### config.mk
export PLATFORM = sky130hd
export DESIGN_NAME = decode_ctrl_stage
export DESIGN_NICKNAME = d
export VERILOG_FILES = /design/src/rtl/decode_ctrl_pkg.sv /design/src/rtl/decode_ctrl_stage_decode.sv /design/src/rtl/decode_ctrl_stage.sv
export SDC_FILE = /design/constraint.sdc
export NUM_CORES = 1
export LEC_CHECK = 0
export CORE_UTILIZATION = 60
export DETAILED_ROUTE_END_ITERATION = 12
export DONT_BUFFER_PORTS = 1
export PLACE_DENSITY = 0.8
export SYNTH_ARGS = -nofsm -noshare
export SYNTH_HDL_FRONTEND = slang
export SYNTH_SLANG_ARGS = --single-unit
### constraint.sdc
create_clock -name clk -period 2.2 [get_ports clk]
set_input_delay 0.33 -clock clk [delete_from_list [all_inputs] [get_ports clk]]
set_output_delay 0.33 -clock clk [all_outputs]
set_load 0.005 [all_outputs]
### src/rtl/decode_ctrl_pkg.sv
// Shared definitions for the MIPS decode/control stage: opcode and function
// encodings, ALU-op and branch-compare codes, FSM states and the control bundle.
// Optional feature macro: DECODE_ILLEGAL_TRAP_EN adds the TRAP state.
package decode_ctrl_pkg;

  localparam int CTRL_ALUOP_W = 6;

  // Primary opcodes
  localparam logic [5:0] OP_RTYPE = 6'h00;
  localparam logic [5:0] OP_J     = 6'h02;
  localparam logic [5:0] OP_JAL   = 6'h03;
  localparam logic [5:0] OP_BEQ   = 6'h04;
  localparam logic [5:0] OP_BNE   = 6'h05;
  localparam logic [5:0] OP_ADDI  = 6'h08;
  localparam logic [5:0] OP_ADDIU = 6'h09;
  localparam logic [5:0] OP_SLTI  = 6'h0A;
  localparam logic [5:0] OP_SLTIU = 6'h0B;
  localparam logic [5:0] OP_ANDI  = 6'h0C;
  localparam logic [5:0] OP_ORI   = 6'h0D;
  localparam logic [5:0] OP_XORI  = 6'h0E;
  localparam logic [5:0] OP_LUI   = 6'h0F;
  localparam logic [5:0] OP_LB    = 6'h20;
  localparam logic [5:0] OP_LH    = 6'h21;
  localparam logic [5:0] OP_LW    = 6'h23;
  localparam logic [5:0] OP_LBU   = 6'h24;
  localparam logic [5:0] OP_LHU   = 6'h25;
  localparam logic [5:0] OP_LWU   = 6'h27;
  localparam logic [5:0] OP_SB    = 6'h28;
  localparam logic [5:0] OP_SH    = 6'h29;
  localparam logic [5:0] OP_SW    = 6'h2B;

  // R-type function codes
  localparam logic [5:0] FN_SLL  = 6'h00;
  localparam logic [5:0] FN_SRL  = 6'h02;
  localparam logic [5:0] FN_SRA  = 6'h03;
  localparam logic [5:0] FN_SLLV = 6'h04;
  localparam logic [5:0] FN_SRLV = 6'h06;
  localparam logic [5:0] FN_SRAV = 6'h07;
  localparam logic [5:0] FN_JR   = 6'h08;
  localparam logic [5:0] FN_JALR = 6'h09;
  localparam logic [5:0] FN_ADD  = 6'h20;
  localparam logic [5:0] FN_ADDU = 6'h21;
  localparam logic [5:0] FN_SUB  = 6'h22;
  localparam logic [5:0] FN_SUBU = 6'h23;
  localparam logic [5:0] FN_AND  = 6'h24;
  localparam logic [5:0] FN_OR   = 6'h25;
  localparam logic [5:0] FN_XOR  = 6'h26;
  localparam logic [5:0] FN_NOR  = 6'h27;
  localparam logic [5:0] FN_SLT  = 6'h2A;
  localparam logic [5:0] FN_SLTU = 6'h2B;

  // ALU operation codes understood by the EX stage
  localparam logic [CTRL_ALUOP_W-1:0] ALU_RTYPE = 6'h00;
  localparam logic [CTRL_ALUOP_W-1:0] ALU_ADDI  = 6'h02;
  localparam logic [CTRL_ALUOP_W-1:0] ALU_ADDIU = 6'h03;
  localparam logic [CTRL_ALUOP_W-1:0] ALU_BEQ   = 6'h06;
  localparam logic [CTRL_ALUOP_W-1:0] ALU_BNE   = 6'h07;
  localparam logic [CTRL_ALUOP_W-1:0] ALU_ANDI  = 6'h08;
  localparam logic [CTRL_ALUOP_W-1:0] ALU_ORI   = 6'h09;
  localparam logic [CTRL_ALUOP_W-1:0] ALU_XORI  = 6'h0A;
  localparam logic [CTRL_ALUOP_W-1:0] ALU_JUMP  = 6'h0B;
  localparam logic [CTRL_ALUOP_W-1:0] ALU_SLTI  = 6'h0C;
  localparam logic [CTRL_ALUOP_W-1:0] ALU_SLTIU = 6'h0D;
  localparam logic [CTRL_ALUOP_W-1:0] ALU_LUI   = 6'h0E;
  localparam logic [CTRL_ALUOP_W-1:0] ALU_SRL   = 6'h12;
  localparam logic [CTRL_ALUOP_W-1:0] ALU_SRLV  = 6'h14;

  // Branch comparison codes
  localparam logic [2:0] BR_NONE = 3'd0;
  localparam logic [2:0] BR_EQ   = 3'd1;
  localparam logic [2:0] BR_NE   = 3'd2;

  typedef enum logic [1:0] {
    ST_RUN    = 2'd0,
    ST_DRAIN  = 2'd1,
`ifdef DECODE_ILLEGAL_TRAP_EN
    ST_HALTED = 2'd2,
    ST_TRAP   = 2'd3
`else
    ST_HALTED = 2'd2
`endif
  } state_e;

  typedef struct packed {
    logic                    alu_b_sel;
    logic                    mem_write;
    logic                    mem_read;
    logic                    reg_write;
    logic                    jump_reg_sel;
    logic [1:0]              reg_dst;
    logic [1:0]              byte_sig;
    logic [1:0]              mem_to_reg;
    logic [2:0]              branch_comp;
    logic [CTRL_ALUOP_W-1:0] alu_op;
  } ctrl_t;

  // True for every R-type function code the core implements
  function automatic logic is_rtype_funct(input logic [5:0] funct);
    logic ok;
    case (funct)
      FN_SLL, FN_SRL, FN_SRA, FN_SLLV, FN_SRLV, FN_SRAV, FN_JR, FN_JALR,
      FN_ADD, FN_ADDU, FN_SUB, FN_SUBU, FN_AND, FN_OR, FN_XOR, FN_NOR,
      FN_SLT, FN_SLTU: ok = 1'b1;
      default:         ok = 1'b0;
    endcase
    return ok;
  endfunction

  // True when opcode (and function, for R-type) is a defined encoding
  function automatic logic is_legal(input logic [5:0] opcode, input logic [5:0] funct);
    logic ok;
    case (opcode)
      OP_RTYPE: ok = is_rtype_funct(funct);
      OP_J, OP_JAL, OP_BEQ, OP_BNE, OP_ADDI, OP_ADDIU, OP_SLTI, OP_SLTIU,
      OP_ANDI, OP_ORI, OP_XORI, OP_LUI, OP_LB, OP_LH, OP_LW, OP_LBU,
      OP_LHU, OP_LWU, OP_SB, OP_SH, OP_SW: ok = 1'b1;
      default: ok = 1'b0;
    endcase
    return ok;
  endfunction

endpackage

### src/rtl/decode_ctrl_stage_decode.sv
// ctrl_decode_comb: purely combinational opcode/function -> control bundle
// decode. Also reports whether the instruction reads rt as a source, which
// the hazard logic needs. Undefined encodings yield an all-zero (NOP) bundle.
module ctrl_decode_comb
  import decode_ctrl_pkg::*;
(
  input  logic [5:0] i_opcode,
  input  logic [5:0] i_funct,
  output ctrl_t      o_ctrl,
  output logic       o_uses_rt
);

  // Decode the instruction class into control signals
  always_comb begin
    o_ctrl    = '0;
    o_uses_rt = 1'b0;
    case (i_opcode)
      OP_RTYPE: begin
        o_uses_rt = 1'b1;
        case (i_funct)
          FN_JR: begin
            o_ctrl.jump_reg_sel = 1'b1;
            o_ctrl.alu_op       = ALU_JUMP;
          end
          FN_JALR: begin
            o_ctrl.jump_reg_sel = 1'b1;
            o_ctrl.alu_op       = ALU_JUMP;
            o_ctrl.reg_write    = 1'b1;
            o_ctrl.reg_dst      = 2'b01;
            o_ctrl.mem_to_reg   = 2'b01;
          end
          default: begin
            if (is_rtype_funct(i_funct)) begin
              o_ctrl.reg_write  = 1'b1;
              o_ctrl.reg_dst    = 2'b01;
              o_ctrl.mem_to_reg = 2'b10;
              if (i_funct == FN_SRL) begin
                o_ctrl.alu_op = ALU_SRL;
              end else if (i_funct == FN_SRLV) begin
                o_ctrl.alu_op = ALU_SRLV;
              end else begin
                o_ctrl.alu_op = ALU_RTYPE;
              end
            end else begin
              o_ctrl = '0;
            end
          end
        endcase
      end
      OP_J: o_ctrl.alu_op = ALU_JUMP;
      OP_JAL: begin
        o_ctrl.alu_op     = ALU_JUMP;
        o_ctrl.reg_dst    = 2'b10;
        o_ctrl.reg_write  = 1'b1;
        o_ctrl.mem_to_reg = 2'b01;
      end
      OP_BEQ: begin
        o_uses_rt          = 1'b1;
        o_ctrl.branch_comp = BR_EQ;
        o_ctrl.alu_op      = ALU_BEQ;
      end
      OP_BNE: begin
        o_uses_rt          = 1'b1;
        o_ctrl.branch_comp = BR_NE;
        o_ctrl.alu_op      = ALU_BNE;
      end
      OP_ADDI, OP_ADDIU, OP_ANDI, OP_ORI, OP_XORI, OP_SLTI, OP_SLTIU, OP_LUI: begin
        o_ctrl.alu_b_sel  = 1'b1;
        o_ctrl.reg_write  = 1'b1;
        o_ctrl.mem_to_reg = 2'b10;
        case (i_opcode)
          OP_ADDI:  o_ctrl.alu_op = ALU_ADDI;
          OP_ADDIU: o_ctrl.alu_op = ALU_ADDIU;
          OP_ANDI:  o_ctrl.alu_op = ALU_ANDI;
          OP_ORI:   o_ctrl.alu_op = ALU_ORI;
          OP_XORI:  o_ctrl.alu_op = ALU_XORI;
          OP_SLTI:  o_ctrl.alu_op = ALU_SLTI;
          OP_SLTIU: o_ctrl.alu_op = ALU_SLTIU;
          default:  o_ctrl.alu_op = ALU_LUI;
        endcase
      end
      OP_LB, OP_LH, OP_LW, OP_LBU, OP_LHU, OP_LWU: begin
        o_ctrl.alu_b_sel = 1'b1;
        o_ctrl.mem_read  = 1'b1;
        o_ctrl.reg_write = 1'b1;
        o_ctrl.alu_op    = ALU_ADDI;
        case (i_opcode)
          OP_LH, OP_LHU: o_ctrl.byte_sig = 2'b01;
          OP_LB, OP_LBU: o_ctrl.byte_sig = 2'b10;
          default:       o_ctrl.byte_sig = 2'b00;
        endcase
      end
      OP_SB, OP_SH, OP_SW: begin
        o_uses_rt        = 1'b1;
        o_ctrl.alu_b_sel = 1'b1;
        o_ctrl.mem_write = 1'b1;
        o_ctrl.alu_op    = ALU_ADDI;
        case (i_opcode)
          OP_SH:   o_ctrl.byte_sig = 2'b01;
          OP_SB:   o_ctrl.byte_sig = 2'b10;
          default: o_ctrl.byte_sig = 2'b00;
        endcase
      end
      default: begin
        o_ctrl    = '0;
        o_uses_rt = 1'b0;
      end
    endcase
  end

endmodule

### src/rtl/decode_ctrl_stage.sv
// decode_ctrl_stage: registered decoder and ID/EX control register with
// load-use bubbles, branch flush and a halt/drain FSM for the debug unit.
// Optional feature macro: DECODE_ILLEGAL_TRAP_EN -- undefined encodings in RUN
// move to a TRAP state (left only by reset) and raise o_illegal.
module decode_ctrl_stage
  import decode_ctrl_pkg::*;
#(
  parameter int ALUOP_W      = 6,
  parameter int REG_W        = 5,
  parameter int DRAIN_CYCLES = 3
) (
  input  logic               clk,
  input  logic               reset,
  input  logic [31:0]        i_instr,
  input  logic               i_valid,
  input  logic               i_ex_memread,
  input  logic [REG_W-1:0]   i_ex_rt,
  input  logic               i_branch_taken,
  input  logic               i_halt,
`ifdef DECODE_ILLEGAL_TRAP_EN
  output logic               o_illegal,
`endif
  output logic               o_stall_if,
  output logic               o_flush_if,
  output logic               o_halted,
  output logic               o_valid,
  output logic               o_alu_b_sel,
  output logic               o_mem_write,
  output logic               o_mem_read,
  output logic               o_reg_write,
  output logic               o_jump_reg_sel,
  output logic [1:0]         o_reg_dst,
  output logic [1:0]         o_byte_sig,
  output logic [1:0]         o_mem_to_reg,
  output logic [2:0]         o_branch_comp,
  output logic [ALUOP_W-1:0] o_alu_op,
  output logic [REG_W-1:0]   o_rs,
  output logic [REG_W-1:0]   o_rt,
  output logic [REG_W-1:0]   o_rd
);

  localparam logic [3:0] DRAIN_INIT = 4'(DRAIN_CYCLES - 1);

  state_e           state_r, state_nxt_s;
  logic [3:0]       cnt_r, cnt_nxt_s;
  ctrl_t            dec_s, ctrl_r;
  logic             uses_rt_s, hazard_s, load_s, valid_r, halted_r;
  logic [REG_W-1:0] rs_s, rt_s, rd_s, rs_r, rt_r, rd_r;
  logic             unused_shamt_s;
`ifdef DECODE_ILLEGAL_TRAP_EN
  logic             trap_s, illegal_r;
`endif

  assign rs_s           = REG_W'(i_instr[25:21]);
  assign rt_s           = REG_W'(i_instr[20:16]);
  assign rd_s           = REG_W'(i_instr[15:11]);
  assign unused_shamt_s = ^i_instr[10:6];

  ctrl_decode_comb u_dec (
    .i_opcode  (i_instr[31:26]),
    .i_funct   (i_instr[5:0]),
    .o_ctrl    (dec_s),
    .o_uses_rt (uses_rt_s)
  );

  // Load-use hazard: EX load writes a register this instruction reads
  assign hazard_s = i_valid && i_ex_memread && (i_ex_rt != '0) &&
                    ((i_ex_rt == rs_s) || (uses_rt_s && (i_ex_rt == rt_s)));

`ifdef DECODE_ILLEGAL_TRAP_EN
  // Trap only on an instruction that would otherwise be decoded this cycle
  assign trap_s = (state_r == ST_RUN) && i_valid && !i_branch_taken && !i_halt &&
                  !hazard_s && !is_legal(i_instr[31:26], i_instr[5:0]);
  assign load_s = (state_r == ST_RUN) && i_valid && !i_branch_taken && !i_halt &&
                  !hazard_s && !trap_s;
  assign o_stall_if = !i_branch_taken &&
                      ((state_r != ST_RUN) || i_halt || hazard_s || trap_s);
`else
  assign load_s = (state_r == ST_RUN) && i_valid && !i_branch_taken && !i_halt &&
                  !hazard_s;
  assign o_stall_if = !i_branch_taken &&
                      ((state_r != ST_RUN) || i_halt || hazard_s);
`endif
  assign o_flush_if = i_branch_taken;

  // Halt/drain FSM next state and drain counter
  always_comb begin
    state_nxt_s = state_r;
    cnt_nxt_s   = cnt_r;
    case (state_r)
      ST_RUN: begin
        if (i_halt) begin
          state_nxt_s = ST_DRAIN;
          cnt_nxt_s   = DRAIN_INIT;
`ifdef DECODE_ILLEGAL_TRAP_EN
        end else if (trap_s) begin
          state_nxt_s = ST_TRAP;
          cnt_nxt_s   = 4'd0;
`endif
        end else begin
          state_nxt_s = ST_RUN;
          cnt_nxt_s   = 4'd0;
        end
      end
      ST_DRAIN: begin
        if (!i_halt) begin
          state_nxt_s = ST_RUN;
          cnt_nxt_s   = 4'd0;
        end else if (cnt_r == 4'd0) begin
          state_nxt_s = ST_HALTED;
          cnt_nxt_s   = 4'd0;
        end else begin
          state_nxt_s = ST_DRAIN;
          cnt_nxt_s   = cnt_r - 4'd1;
        end
      end
      ST_HALTED: begin
        if (!i_halt) begin
          state_nxt_s = ST_RUN;
        end else begin
          state_nxt_s = ST_HALTED;
        end
      end
`ifdef DECODE_ILLEGAL_TRAP_EN
      ST_TRAP: state_nxt_s = ST_TRAP;
`endif
      default: begin
        state_nxt_s = ST_RUN;
        cnt_nxt_s   = 4'd0;
      end
    endcase
  end

  // ID/EX register and FSM state; bubbles clear every field
  always_ff @(posedge clk) begin
    if (reset) begin
      state_r  <= ST_RUN;
      cnt_r    <= 4'd0;
      ctrl_r   <= '0;
      valid_r  <= 1'b0;
      rs_r     <= '0;
      rt_r     <= '0;
      rd_r     <= '0;
      halted_r <= 1'b0;
`ifdef DECODE_ILLEGAL_TRAP_EN
      illegal_r <= 1'b0;
`endif
    end else begin
      state_r <= state_nxt_s;
      cnt_r   <= cnt_nxt_s;
`ifdef DECODE_ILLEGAL_TRAP_EN
      halted_r  <= (state_nxt_s == ST_HALTED) || (state_nxt_s == ST_TRAP);
      illegal_r <= (state_nxt_s == ST_TRAP);
`else
      halted_r  <= (state_nxt_s == ST_HALTED);
`endif
      if (load_s) begin
        ctrl_r  <= dec_s;
        valid_r <= 1'b1;
        rs_r    <= rs_s;
        rt_r    <= rt_s;
        rd_r    <= rd_s;
      end else begin
        ctrl_r  <= '0;
        valid_r <= 1'b0;
        rs_r    <= '0;
        rt_r    <= '0;
        rd_r    <= '0;
      end
    end
  end

  assign o_valid        = valid_r;
  assign o_halted       = halted_r;
  assign o_alu_b_sel    = ctrl_r.alu_b_sel;
  assign o_mem_write    = ctrl_r.mem_write;
  assign o_mem_read     = ctrl_r.mem_read;
  assign o_reg_write    = ctrl_r.reg_write;
  assign o_jump_reg_sel = ctrl_r.jump_reg_sel;
  assign o_reg_dst      = ctrl_r.reg_dst;
  assign o_byte_sig     = ctrl_r.byte_sig;
  assign o_mem_to_reg   = ctrl_r.mem_to_reg;
  assign o_branch_comp  = ctrl_r.branch_comp;
  assign o_alu_op       = ALUOP_W'(ctrl_r.alu_op);
  assign o_rs           = rs_r;
  assign o_rt           = rt_r;
  assign o_rd           = rd_r;
`ifdef DECODE_ILLEGAL_TRAP_EN
  assign o_illegal      = illegal_r;
`endif

endmodule

[Word level (Yosys, flattened, before mapping)]
Memories as Yosys holds them, arrays and structs flattened.
Cells that the tools add are included.
Storage, ports and cells
  bits in registers: 43
  ROM bits: 64
  input port bits: 43
  output and inout port bits: 39
  logic and storage cells: 120
  memories: 1
Memories
  (name not given): depth 64, width 1, read ports 1, clocked after memory_dff 0, write ports 0, RTL line decode_ctrl_pkg.sv:100  | case (funct)
Cells by class
  $add $sub $neg: 1
  equal/unequal tests: 30
  multiplexer cells: 36
  bitwise operators: 2
  reduce and logical (&&, ||, !) cells: 33
Operators by type and width (number)
  $eq 6x4->1 const B: 10
  $eq 6x6->1 const B: 9
  $pmux 6 s6: 1
  $pmux 2 s2: 7
  $pmux 4 s7: 1
  $eq 6x2->1 const B: 3
  $eq 6x3->1 const B: 3
  $mux 6: 3
  $reduce_or 17->1: 1
  $reduce_or 15->1: 1
  $pmux 2 s3: 2
  $pmux 4 s3: 1
  $reduce_or 6->1: 2
  $mux 1: 11
  $eq 5x5->1: 2
  $mux 2: 5
  $reduce_or 2->1: 5
  $logic_and 1x1->1: 9
  $reduce_or 9->1: 1
  $mux 4: 2
  $reduce_or 8->1: 1
  $logic_not 6->1: 1
  $reduce_or 3->1: 2
  $mux 5: 1
  11 further kinds: 18

[Logic depth before layout (Yosys ltp)]
  depth after elaboration: 10
  depth in mapped cells: 7
  depth with buffers taken out: 6

[By module]
Synthesis repeated with hierarchy kept, for this count alone.
Unflattened totals
  cells, all modules: 252
  area, all modules: 2259.7 µm²
By module, submodules not included
  decode_ctrl_stage: instances 1, cells an instance 180, area each 1750.4 µm², seq. area each 860.8 µm²
  ctrl_decode_comb: instances 1, cells an instance 72, area each 509.2 µm², seq. area each 0.0 µm²

[Worst setup path after synthesis]
OpenSTA, ideal clock, no wires.
  path type: input port to output port
  start point: in i_ex_rt[1]
  end point: out o_stall_if
  arrival time: 1628 ps
  required time: 1870 ps
  path slack: 242 ps
  stages: 6
  path buffers: 2
  cell sequence: or4_4 -> o21ba_1 -> o2111a_1 -> buf_6 -> buf_8 -> o21ba_2
Between the ends
  cells in the longest elaborated chain, start to end: 6
  elaborated cells on any way between the ends: 9
  those cells by class: eq/ne: 2; reduce/logical: 7
RTL lines
  start: declaration: RTL line decode_ctrl_stage.sv:17  | input logic [REG_W-1:0] i_ex_rt,
  $eq 5x5->1: RTL line decode_ctrl_stage.sv:68  | ((i_ex_rt == rs_s) || (uses_rt_s && (i_ex_rt == rt_s)));
  $logic_and 1x1->1: RTL line decode_ctrl_stage.sv:68
  $logic_or 1x1->1: RTL line decode_ctrl_stage.sv:68
  $logic_and 1x1->1 (*): RTL line decode_ctrl_stage.sv:67  | assign hazard_s = i_valid && i_ex_memread && (i_ex_rt != '0) &&
  $logic_or 1x1->1 (*): RTL line decode_ctrl_stage.sv:82  | ((state_r != ST_RUN) || i_halt || hazard_s);
  $logic_and 1x1->1 (*): RTL line decode_ctrl_stage.sv:81  | assign o_stall_if = !i_branch_taken &&
  end: declaration: RTL line decode_ctrl_stage.sv:23  | output logic o_stall_if,
Mark *: on every way between the ends. The rest lies on a longest branch, timed or not.

[Worst setup path after layout]
Ends and elaborated chain as after synthesis.

==> impl_results.md <==
* Worst Clk Skew at 15.9 ps
* DIE AREA at 3660 um2
* Critical Path Slowest Stage Cell: or4_4
* DRC viols at 0
* Combinational share of power at 8.7%
* Seq pwr share at 54.3%
* Grt ovf at 0
* Arrival @ worst endpoint at 1620 ps
* Clock power share at 37.0%
* CTS Buf Count at 5
* Relative slew slack at 56.5%
* Internal power at 1.08 mW
* Critical Path End Type: output pin
* CTS Buffer Depth at 2
* FFs w/ async S/R, synth at 0%
* Non-Filler Instances at 261
* Detail Placement HPWL at 3190 um
* Antenna-violating nets left at 0
* Initial Util at 65.2%
* Post-synthesis cell type count at 57
* Num Clock Sinks at 41
* WP data required at 1870 ps
* HP Class: primary input to flop
* Yosys warning count at 0
* Clock Pin Slew Worst Setup and Hold Paths at 110 ps
* Vias in the first global route at 1552
* Hold path start: reset
* Clk Latency, worst-skew pair at 360 ps
* CP max stage delay at 520 ps
* WS Path Type: primary input to output pin
* # setup viols final at 0
* Final Util at 67.4%
* Status: completed
* Max VDD drop at 0.289 mV
* Cell Area, Synth at 2050 um2
* Hold Vio Cnt, Final at 0
* PortBufs at 0
* Pins Over Slew Limit at 0
* Avg Inst Size Synth at 9.38 um2
* Fmax at 513 MHz
* Layout cells sized above 1 at 12.0%
* Antenna violations before repair at 0
* Die H at 60.5 um
* Fin crit period at 1950 ps
* Die width at 60.5 um
* Sw Ratio at 22.5%
* Root Driver: clkbuf_4
* PD cells at 658 nW/um2
* Synth Flop Type: dfxtp_1
* Measured slew at the worst slew-check pin at 651 ps
* Rows at 20
* GPL Wtd Cong at 0.856
* Pleak at 0.719 nW
* First-pass GRT wire length at 6750 um
* Layout area overhead at 3.47%
* Initial drt markers at 100
* Crit path max fanout at 12
* RSZ-0062 raised after global routing: no
* Setup TNS at 0 ps
* Dpl cells at 252
* GRT Util Overall at 25.3%
* Sequential fraction of the synthesis area at 40.0%
* Crit path launch: i_ex_rt[1]
* TritonCTS clock tree: done
* Crit share post-route at 88.6%
* Yosys reg bits at 41
* Cells along the critical path: or4_4, o21ba_1, o2111a_1, o21ba_2
* EDFF count, synth at 0
* WL per Instance at 17.0 um
* I/O Pins at 82
* Final wirelength at 4440 um
* Core ar. at 3150 um2
* Layout Nets at 261
* Ant diodes at 0
* Crit Reg-Reg Startpoint: cnt_r[0]$_SDFFE_PP0P_
* TritonRoute pass-1 iters at 4
* Switching pwr at 0.314 mW
* Max-cap viol count at 0
* Cells after Synth at 219
* CTS H-tree lvls at 2
* Filler instances at 269
* Via count at 1636
* CP startpoint kind: primary input
* Largest net degree at the start of global routing at 29
* Vias per cell at 6.27
* Post-CTS Resized at 0
[routing by layer]
layer	GRT usage [%]	up-vias	share of wire, %
li1	-	785	-
met1	29.7	746	41
met2	39.1	92	47
met3	9.38	13	9.1
met4	15.9	0	2.7
met5	0	-	0
[cell type report]
| class | instances | area, um2 | area share (%) |
|---|---|---|---|
| Tap cell | 44 | 55.1 | 2.59 |
| Timing Repair Buffer | 6 | 60.1 | 2.83 |
| Multi-Input combinational cell | 155 | 1080 | 50.7 |
| Sequential cell | 41 | 821 | 38.6 |
| Clock inverter | 1 | 30.0 | 1.41 |
| Clock buffer | 7 | 55.1 | 2.59 |
| Inverter | 7 | 26.3 | 1.24 |
[metrics by stage]
stage	area, um2	total power [mW]	hold WS (ps)	setup slack, ps
4_1_cts	2120	1.40	7.86	244
3_5_place_dp	2030	0.894	406	241
5_1_grt	2130	1.45	0.109	161
3_3_place_gp	2030	0.887	402	256
2_1_floorplan	2060	0.893	399	242
6_report	2130	1.40	15.7	252
[power groups by stage]
stage,sequential (mW),combinational (mW),clock (mW)
floorplan,0.774,0.119,0
global placement,0.776,0.112,0
detailed placement,0.776,0.118,0
CTS,0.760,0.119,0.526
global route,0.761,0.132,0.557
finish,0.759,0.121,0.518
[path summary, 6_finish.rpt]
check	cells past startpoint	slack (ps)	endpoint
setup / recovery	4	250	o_stall_if
setup reg to reg	6	500	o_halted$_SDFF_PP0_
hold reg to reg	2	510	cnt_r[3]$_SDFFE_PP0P_
hold / removal	1	20	cnt_r[2]$_SDFFE_PP0P_
[what timing repair did]
action | CTS | global route
setup buffers | 0 | 0
endpoints found under the hold margin | 0 | 1
hold buffers | 0 | 1
[cell usage after synthesis, types with 2 or more instances]
library cell	count	area share, %
or3b_2	3	1.3
a21oi_1	5	1.2
and3b_1	2	0.85
a211oi_2	3	1.8
xnor2_1	2	0.85
nand2b_1	6	1.8
nor2b_1	5	1.5
o21ai_0	7	1.7
buf_4	3	1.1
o21ai_1	2	0.49
clkbuf_1	5	0.91
nand3b_1	4	1.5
o211ai_1	3	1.1
nand3_1	3	0.73
nand2_1	8	1.5
inv_1	7	1.3
nor4_1	6	1.8
nand4_1	2	0.61
or4_4	2	1.1
xor2_1	8	3.4
nor2_1	14	2.6
nand4b_1	2	0.85
nor4_4	2	2.1
a32oi_1	2	0.85
buf_6	6	3.3
dfxtp_1	41	40
nor3_1	17	4.1
nor3b_1	19	6.9
ha_1	2	1.2
[cells by family (layout without fill, tap and decap cells)]
family | after synthesis | count (layout) | share of synthesized area [%]
AOI/OAI and AO/OA | 40 | 40 | 15.0
other | 1 | 2 | 0.183
xor gates and xnor gates | 10 | 10 | 4.26
and+or+nand+nor | 101 | 101 | 31.7
DFF | 41 | 41 | 40.0
adders and majority gates | 2 | 2 | 1.22
buffers and inverters | 24 | 21 | 7.73
[critical path: cells and delay by family]
family / cells / cell delay, ps
AO/OA/AOI/OAI: 3 / 770
AND/OR/NAND/NOR: 1 / 520
[cell usage in the layout (no fill, tap or decap), drive strengths merged, types with 3 or more instances in the layout]
cell	instances
xor2	8
dfxtp	41
or3b	3
nand2b	6
clkbuf	7
a211oi	4
nand2	8
inv	7
nor3b	19
a21oi	5
o211ai	3
nand3	3
o21ai	10
nor2b	5
or4	3
buf	5
nand3b	4
nor3	17
nor4	8
nor2	14
(Power assumes the default switching activity.)
